File: src/rtl/fifo_pkg.sv
// Shared helpers for the FIFO family: depth derivation from address width.
package fifo_pkg;

  function automatic int unsigned fifo_depth(input int unsigned widthad);
    return 32'd1 << widthad;
  endfunction

endpackage

File: src/rtl/fifo_ram.sv
// FIFO storage: one synchronous write port, one asynchronous read port.
module fifo_ram
  import fifo_pkg::*;
#(
  parameter int WIDTH   = 32,
  parameter int WIDTHAD = 4
) (
  input  logic               CLK,
  input  logic               we,
  input  logic [WIDTHAD-1:0] waddr,
  input  logic [WIDTH-1:0]   wdata,
  input  logic [WIDTHAD-1:0] raddr,
  output logic [WIDTH-1:0]   rdata
);

  localparam int DEPTH = fifo_depth(WIDTHAD);

  logic [WIDTH-1:0] mem [DEPTH];

  // NOTE: the array has no reset; flow control guarantees no word is read before it is written.
  always_ff @(posedge CLK) begin
    if (we) mem[waddr] <= wdata;
  end

  assign rdata = mem[raddr];

endmodule

File: src/rtl/fifo_thresh.sv
// Synchronous FIFO with programmable almost-full/empty levels, fill count,
// sticky overflow/underflow, synchronous flush and optional registered output.
module fifo_thresh
  import fifo_pkg::*;
#(
  parameter int WIDTH     = 32,
  parameter int WIDTHAD   = 4,
  parameter bit SHOWAHEAD = 1'b1
) (
  input  logic               CLK,
  input  logic               nRST,
  input  logic               CLR,
  input  logic [WIDTH-1:0]   D,
  input  logic               WR,
  input  logic               RD,
  input  logic [WIDTHAD:0]   AF_LVL,
  input  logic [WIDTHAD:0]   AE_LVL,
  output logic [WIDTH-1:0]   Q,
  output logic               QV,
  output logic [WIDTHAD:0]   CNT,
  output logic               FULL,
  output logic               EMPTY,
  output logic               AFULL,
  output logic               AEMPTY,
  output logic               OVF,
  output logic               UDF
);

  logic [WIDTHAD:0] wcnt, rcnt;
  logic             wr_ok, rd_ok;
  logic [WIDTH-1:0] rdata;

  // One extra pointer bit distinguishes full from empty without a separate counter.
  assign CNT    = wcnt - rcnt;
  assign FULL   = CNT[WIDTHAD];
  assign EMPTY  = (CNT == '0);
  assign AFULL  = (CNT >= AF_LVL);
  assign AEMPTY = (CNT <= AE_LVL);

  assign wr_ok = WR & ~FULL  & ~CLR;
  assign rd_ok = RD & ~EMPTY & ~CLR;

  fifo_ram #(.WIDTH(WIDTH), .WIDTHAD(WIDTHAD)) u_ram (
    .CLK   (CLK),
    .we    (wr_ok),
    .waddr (wcnt[WIDTHAD-1:0]),
    .wdata (D),
    .raddr (rcnt[WIDTHAD-1:0]),
    .rdata (rdata)
  );

  // NOTE: state registers use non-blocking assignments so every flop samples pre-edge values.
  always_ff @(posedge CLK or negedge nRST) begin
    if (!nRST) begin
      wcnt <= '0;
      rcnt <= '0;
      OVF  <= 1'b0;
      UDF  <= 1'b0;
    end else if (CLR) begin
      wcnt <= '0;
      rcnt <= '0;
      OVF  <= 1'b0;
      UDF  <= 1'b0;
    end else begin
      if (wr_ok)      wcnt <= wcnt + 1'b1;
      if (rd_ok)      rcnt <= rcnt + 1'b1;
      if (WR & FULL)  OVF  <= 1'b1;
      if (RD & EMPTY) UDF  <= 1'b1;
    end
  end

  generate
    if (SHOWAHEAD) begin : g_showahead
      assign Q  = rdata;
      assign QV = ~EMPTY;
    end else begin : g_registered
      logic [WIDTH-1:0] q_r;
      logic             qv_r;

      always_ff @(posedge CLK or negedge nRST) begin
        if (!nRST) begin
          q_r  <= '0;
          qv_r <= 1'b0;
        end else if (CLR) begin
          qv_r <= 1'b0;
        end else begin
          qv_r <= rd_ok;
          if (rd_ok) q_r <= rdata;
        end
      end

      assign Q  = q_r;
      assign QV = qv_r;
    end
  endgenerate

endmodule

File: config.mk
export PLATFORM = sky130hd
export DESIGN_NAME = fifo_thresh
export DESIGN_NICKNAME = d
export VERILOG_FILES = /design/src/rtl/fifo_pkg.sv /design/src/rtl/fifo_ram.sv /design/src/rtl/fifo_thresh.sv
export SDC_FILE = /design/constraint.sdc
export NUM_CORES = 1
export LEC_CHECK = 0
export CAP_MARGIN = 10
export CORE_ASPECT_RATIO = 1.25
export CORE_MARGIN = 5
export CORE_UTILIZATION = 60
export CTS_CLUSTER_SIZE = 16
export DETAILED_ROUTE_END_ITERATION = 10
export MAX_ROUTING_LAYER = met4
export PLACE_DENSITY = 0.86
export SYNTH_ARGS = -nofsm -noshare
export SYNTH_HDL_FRONTEND = slang
export SYNTH_SLANG_ARGS = --single-unit
File: constraint.sdc
create_clock -name CLK -period 6.53 [get_ports CLK]
set_clock_uncertainty 0.05 [all_clocks]
set_input_delay 0.653 -clock CLK [delete_from_list [all_inputs] [get_ports CLK]]
set_output_delay 0.653 -clock CLK [all_outputs]
set_load 0.005 [all_outputs]
==> reports/results.tsv, run 1 <==
stage	metric	value	unit
placement	dp.cells	1339	
floorplan	fp.dieArea	37690	um^2
sta	rsz0062_at_grt	false	
clock_tree	root_buffer	clkbuf_16	
sta	worst_pin_slew	1.150	ns
layout	layout.nets	1027	
yosys	synthAdderAreaFrac	0.01065	
floorplan	io_pins	91	
sta	fmax	201.1	MHz
yosys	synth_top_family_by_area	multiplexers	
yosys	syn_inst	847	
outcome	status	complete, no violations	
flow_run	maxCapViolations	0	
sta	max-slew-margin-rel	0.2336	
yosys	muxShareOfSynthArea	0.1778	
yosys	synth_edf_count	512	
layout	fin_area	23220	um^2
placement	place_hpwl	23060	um
clock_tree	holdBufCountCts	0	
detailed_routing	routed_wl	45350	um
yosys	ys_ff_latch	524	
clock_tree	htree_levels	2	
sta	setup_viol	0	
detailed_routing	drc	0	
floorplan	die_w	174.7	um
global_routing	grt_max_degree	101	
yosys	yosysSeqAreaShare	0.7710	
placement	pre_cts_slack	2.131	ns
yosys	syn_area	20330	um^2
clock_tree	cts.repair_timing.setup_buffer_count	0	
global_routing	grt_pass1_wl	67080	um
sta	finalCritPeriodShare	0.7616	
global_routing	met1_usage	0.3203	
yosys	syn_nets	909	
global_routing	grt_usage	0.2518	
floorplan	rows	75	
sta	period_needed	4.974	ns
global_routing	use_met3	0.03570	
global_routing	grt.overflow.total	0	
power	power.density	368.8	nW/um^2
yosys	yosys_warnings	0	
global_routing	antenna_found_initial	0	
global_routing	grt_util_met2	0.4343	
setup_path	end_kind	output pin	
setup_path	start_kind	flip-flop	
floorplan	die_y	215.8	um
global_routing	busiest_layer	met2	
detailed_routing	drt_first_pass_iters	5	
detailed_routing	drtIter0Drc	1163	
placement	place.gp.congestion	0.8042	
yosys	synthSimpleGateAreaFrac	0.01378	
detailed_routing	viasPerCell	6.762	
sta	hold_ws	0.3979	ns
floorplan	initial_core_util	0.6069	
placement	portBuffers	90	
setup_path	critPathArrivalTime	4.27	ns
layout	antenna_cells	0	
yosys	synthDistinctLibCells	43	
clock_tree	cts_repair_resize_count	0	
yosys	synth_compound_area_frac	0.009169	
setup_path	worstPathMaxFanout	63	
yosys	syn_area_per_cell	24.00	um^2
yosys	ys.flop_type	edfxtp_1	
layout	syn_to_final_growth	14.22	%
clock_tree	clk_pin_slew	0.06	ns
setup_path	crit_type	reg2out	
clock_tree	cts_tree	built	
sta	worst_slack	1.556	ns
placement	place_area	21760	um^2
power	report.power.total	8.563	mW
setup_path	critical_path_required	5.83	ns
clock_tree	insertion_delay	0.57	ns
layout	final_cells	1422	
layout	final_util	0.6932	
clock_tree	cts_buffers	47	
detailed_routing	avgRoutedWirePerCell	31.89	um
layout	drive_above_1_share	0.2683	
global_routing	grt_pass1_vias	10120	
power	leakage	7.231	nW
clock_tree	cts_sinks	524	
sta	setup_tns	0	ns
floorplan	fp.coreArea	33500	um^2
min_path	hp-class	in2async	
sta	report.final.slew_viol_count	0	
yosys	async_reset_ff_frac	0.02290	
detailed_routing	vias	9615	
clock_tree	cts_buffer_depth	3	
yosys	synth-xor-area-share	0.002585	
power	ir_drop	0.2947	mV
sta	final_hold_viol_count	0	
detailed_routing	ant_nets	0	
==> placed cells by master, fill, tap and decap left out, types with 10 or more instances in the layout <==
master and count:
clkinv_1 13, clkbuf_16 49, mux4_2 160, ha_1 14
a21oi_1 11, clkdlybuf4s50_1 90, buf_4 19, nor2_1 10
inv_1 16, edfxtp_1 512
==> routing by layer <==
metal,vias up,part of all wire,routed length [um]
li1,3863,-,-
met4,0,0.026,1164
met5,-,0,0
met2,521,0.54,24670
met3,90,0.069,3132
met1,5141,0.36,16380
==> synth_stat cells (2+ instances only) <==
library cell  number  area [um^2]
buf_1              9        33.78
nand3_1            4        20.02
buf_2              5        25.02
a21oi_1           11        55.05
or3_1              4        25.02
xor2_1             5        43.79
inv_1             16        60.06
nor4_1             4        25.02
nand4_1            3        18.77
nor2b_1            2        12.51
nor2_1            14        52.55
nor3_1             2        10.01
buf_6             10        112.6
mux4_2           160         3603
nand2_1            5        18.77
ha_1              14        175.2
dfrtp_1           12        300.3
o21ai_0            5        25.02
edfxtp_1         512        15370
o211ai_1           2        15.01
inv_2              2        7.510
clkbuf_1          16        60.06
and3_1            10        62.56
==> cells by family (layout without fill, tap and decap cells) <==
logic type | after synthesis | in the layout
DFF | 524 | 524
muxes | 161 | 161
buffers and inverters | 59 | 211
and+or+nand+nor | 53 | 53
AOI/OAI and AO/OA | 27 | 27
adders and majority gates | 17 | 17
xor gates and xnor gates | 6 | 6
==> state kept, by name, indices dropped and copies added, names as in the netlist <==
register	count
rcnt	5
u_ram.mem	512
wcnt	5
OVF	1
UDF	1
==> worst max-delay path: stages, from the launching register on <==
cell	delay, ns
dfrtp_4	1.00
inv_1	0.23
fa_1	0.54
xor2_1	0.31
ha_1	0.31
nand3_1	0.10
o21ai_0	0.09
maj3_1	0.36
maj3_2	0.30
clkdlybuf4s50_1	0.44
==> area by class of cell <==
type,count,area [um^2]
Fill cell,1882,10280
Multi-Input combinational cell,264,4415
Clock buffer,57,1256
Inverter,18,67.56
Tap cell,423,529.3
Clock inverter,26,206.4
Timing Repair Buffer,110,1064
Sequential cell,524,15680
==> power breakdown <==
part | switching, mW | internal [mW]
combinational | 0.849 | 1.11
sequential | 0.134 | 3.80
clock | 1.18 | 1.49
==> final timing paths <==
kind / slack [ns] / depth (start not counted) / endpoint / start
min in group CLK: 0.47 / 2 / OVF / OVF
max reg2reg: 2.13 / 8 / u_ram.mem[9][9] / rcnt[1]
min: 0.40 / 1 / rcnt[0] / nRST
max in group asynchronous: 5.61 / 1 / rcnt[1] / nRST
max: 1.56 / 9 / AEMPTY / rcnt[1]
min reg2reg: 0.47 / 2 / OVF / OVF
Power figures use the tool's default switching activity.
==> inputs of run 2 (changes only) <==
CORE_UTILIZATION = 54   (was 60)
PLACE_DENSITY = 0.82   (was 0.86)
clock period = 4.15 ns   (was 6.53 ns; I/O delays follow)
==> run 2 against run 1 <==
Design area up 1.6%. Clock power up 60%. Cell count is 5.0% higher. Hold slack worse by 0.21 ns. Die area increased by 11%. Via count shrank 0.50%. Worst setup slack worse by 1.4 ns.
==> reports/results.tsv, run 2 (synthesis results as in run 1) <==
stage	metric	value	unit	change
outcome	status	complete, no violations		unchanged
power	internal_power	10.21	mW	was 6.396 mW
global_routing	grt_max_degree	133		was 101
setup_path	start_kind	flip-flop		unchanged
clock_tree	cts_tree	built		unchanged
global_routing	grt_util_met2	0.3777		was 0.4343
layout	syn_to_final_growth	16.06	%	was 14.22%
setup_path	cp_slowest_stage_delay	0.50	ns	was 1.00 ns
setup_path	cp_slowest_cell	dfrtp_4		unchanged
power	comb_power_share	0.240		was 0.229
power	power.share.clock	0.315		was 0.312
power	leakage	7.317	nW	was 7.231 nW
setup_path	worstPathMaxFanout	4		was 63
global_routing	met1_usage	0.2949		was 0.3203
sta	final_hold_viol_count	0		unchanged
layout	n_fill_cell	2265		was 1882
clock_tree	cts_buffer_depth	3		unchanged
floorplan	die_y	226.9	um	was 215.8 um
clock_tree	insertion_delay	0.55	ns	was 0.57 ns
floorplan	rows	79		was 75
global_routing	grt_pass1_wl	67160	um	was 67080 um
floorplan	initial_core_util	0.5456		was 0.6069
detailed_routing	viasPerCell	6.408		was 6.762
floorplan	io_pins	91		unchanged
detailed_routing	vias	9567		was 9615
sta	period_needed	4.022	ns	
global_routing	antenna_found_initial	4		was 0
global_routing	grt.overflow.total	0		unchanged
setup_path	crit_chain	ha_1 -> inv_1 -> fa_2 -> ha_1 -> nor2b_1 -> o21a_1 -> o21ai_0 -> maj3_1 -> maj3_2 -> clkdlybuf4s50_1		was inv_1 -> fa_1 -> xor2_1 -> ha_1 -> nand3_1 -> o21ai_0 -> maj3_1 -> maj3_2 -> clkdlybuf4s50_1
sta	setup_viol	0		unchanged
detailed_routing	ant_nets	0		unchanged
power	ir_drop	0.7124	mV	was 0.2947 mV
clock_tree	htree_levels	2		unchanged
floorplan	fp.dieArea	41660	um^2	was 37690 um^2
clock_tree	root_buffer	clkbuf_16		unchanged
min_path	hp-class	in2async		unchanged
detailed_routing	drt_first_pass_iters	5		unchanged
sta	max-slew-margin-rel	0.3592		was 0.2336
sta	rsz0062_at_grt	false		unchanged
power	p_sw	3.344	mW	was 2.167 mW
setup_path	crit_type	reg2out		unchanged
detailed_routing	avgRoutedWirePerCell	30.30	um	was 31.89 um
placement	place.gp.congestion	0.7582		was 0.8042
detailed_routing	drc	0		unchanged
sta	report.final.slew_viol_count	0		unchanged
power	seqPwrFrac	0.445		was 0.459
setup_path	critPathArrivalTime	3.56	ns	was 4.27 ns
global_routing	use_met3	0.04491		was 0.03570
floorplan	die_w	183.6	um	was 174.7 um
global_routing	grt_pass1_vias	10100		was 10120
clock_tree	cts_sinks	524		unchanged
clock_tree	cts_buffers	45		was 47
flow_run	maxCapViolations	0		unchanged
clock_tree	clk_pin_slew	0.06	ns	about the same
layout	drive_above_1_share	0.2745		was 0.2683
placement	portBuffers	90		unchanged
layout	biggestRegsByFlops	u_ram.mem (512), rcnt (5), wcnt (5)		unchanged
setup_path	end_kind	output pin		unchanged
layout	top_register	u_ram.mem		unchanged
detailed_routing	routed_wl	45230	um	was 45350 um
sta	worst_pin_slew	0.9612	ns	was 1.150 ns
global_routing	busiest_layer	met2		unchanged
power	switching_share	0.2467		was 0.2531
sta	finalCritPeriodShare	0.9691		
setup_path	critical_path_required	3.68	ns	was 5.83 ns
placement	place_hpwl	20910	um	was 23060 um
layout	final_util	0.6332		was 0.6932
setup_path	reg2reg_slack	0.80	ns	was 2.13 ns
layout	largest_reg_flops	512		unchanged
sta	hold_ws	0.1852	ns	was 0.3979 ns
floorplan	fp.coreArea	37260	um^2	was 33500 um^2
detailed_routing	drtIter0Drc	1193		was 1163
layout	final_cell_mix	512 x edfxtp_1, 160 x mux4_2, 90 x clkdlybuf4s50_1, 47 x clkbuf_16, 15 x inv_1		was 512 x edfxtp_1, 160 x mux4_2, 90 x clkdlybuf4s50_1, 49 x clkbuf_16, 19 x buf_4
global_routing	grt_usage	0.2301		was 0.2518
layout	final_common_cell	edfxtp_1		unchanged
power	power.density	574.5	nW/um^2	was 368.8 nW/um^2
layout	layout.nets	1031		was 1027
setup_path	cpMostUsedCell	ha_1		
sta	fmax	248.7	MHz	
clock_tree	holdBufCountCts	0		unchanged
==> run 2: final timing paths <==
| kind | start | endpoint | depth (start not counted) |
|---|---|---|---|
| setup / recovery | rcnt[0] | AEMPTY | 10 |
| hold / removal | nRST | OVF | 1 |
| setup reg to reg | wcnt[0] | u_ram.mem[3][11] | 10 |
| hold reg to reg | OVF | OVF | 2 |
| max in group asynchronous | nRST | rcnt[1] | 1 |
| min in group CLK | OVF | OVF | 2 |
==> run 2: per-layer routing <==
metal / wire, um / vias to the layer above
met2: 23570 / 569
met3: 3943 / 98
met1: 16240 / 5029
li1: - / 3871
met5: 0 / -
met4: 1486 / 0
==> run 2: timing repair <==
item,CTS,global route
resized for setup,1,3
buffers inserted,0,1
pin swaps,0,1
endpoints found under the setup margin,1,4
==> run 2: layout make-up <==
type / instances / area, um^2 / area share
Clock inverter: 25 / 279.0 / 0.01182
Tap cell: 486 / 608.1 / 0.02577
Inverter: 18 / 67.56 / 0.002863
Clock buffer: 55 / 1206 / 0.05112
Multi-Input combinational cell: 264 / 4461 / 0.1890
Sequential cell: 524 / 15680 / 0.6647
Antenna cell: 5 / 12.51 / 0.0005303
Timing Repair Buffer: 116 / 1279 / 0.05419
==> run 2: stage by stage <==
| step | setup slack, ns | cell area [um^2] | power (mW) | std cells | TNS (ns) |
|---|---|---|---|---|---|
| after CTS | 0.02485 | 23570 | 13.63 | 1487 | 0 |
| final | 0.1284 | 23600 | 13.56 | 1493 | 0 |
| after global routing | 0.02716 | 23590 | 14.12 | 1492 | 0 |
| after floorplan | -0.3629 | 20370 | 8.235 | 847 | -46.45 |
| after detailed placement | 0.5653 | 22070 | 9.353 | 1407 | 0 |
| after global placement | 0.6586 | 22070 | 9.303 | 1407 | 0 |
==> run 2: power groups by stage <==
stage               Clock [mW]  Combinational, mW  Sequential [mW]
detailed placement           0               3.22             6.14
finish                    4.27               3.26             6.03
CTS                       4.32               3.28             6.03
floorplan                    0               2.12             6.12
global route              4.58               3.51             6.04
global placement             0               3.18             6.12
==> run 2: worst max-delay path, delay by kind of cell, from the launching register on <==
kind | cells | cell delay, ns
AND/OR/NAND/NOR | 1 | 0.13
adder cells (fa/ha/maj) | 5 | 1.66
buffers and inverters | 2 | 0.52
flip-flops | 1 | 0.50
AO/OA/AOI/OAI | 2 | 0.18
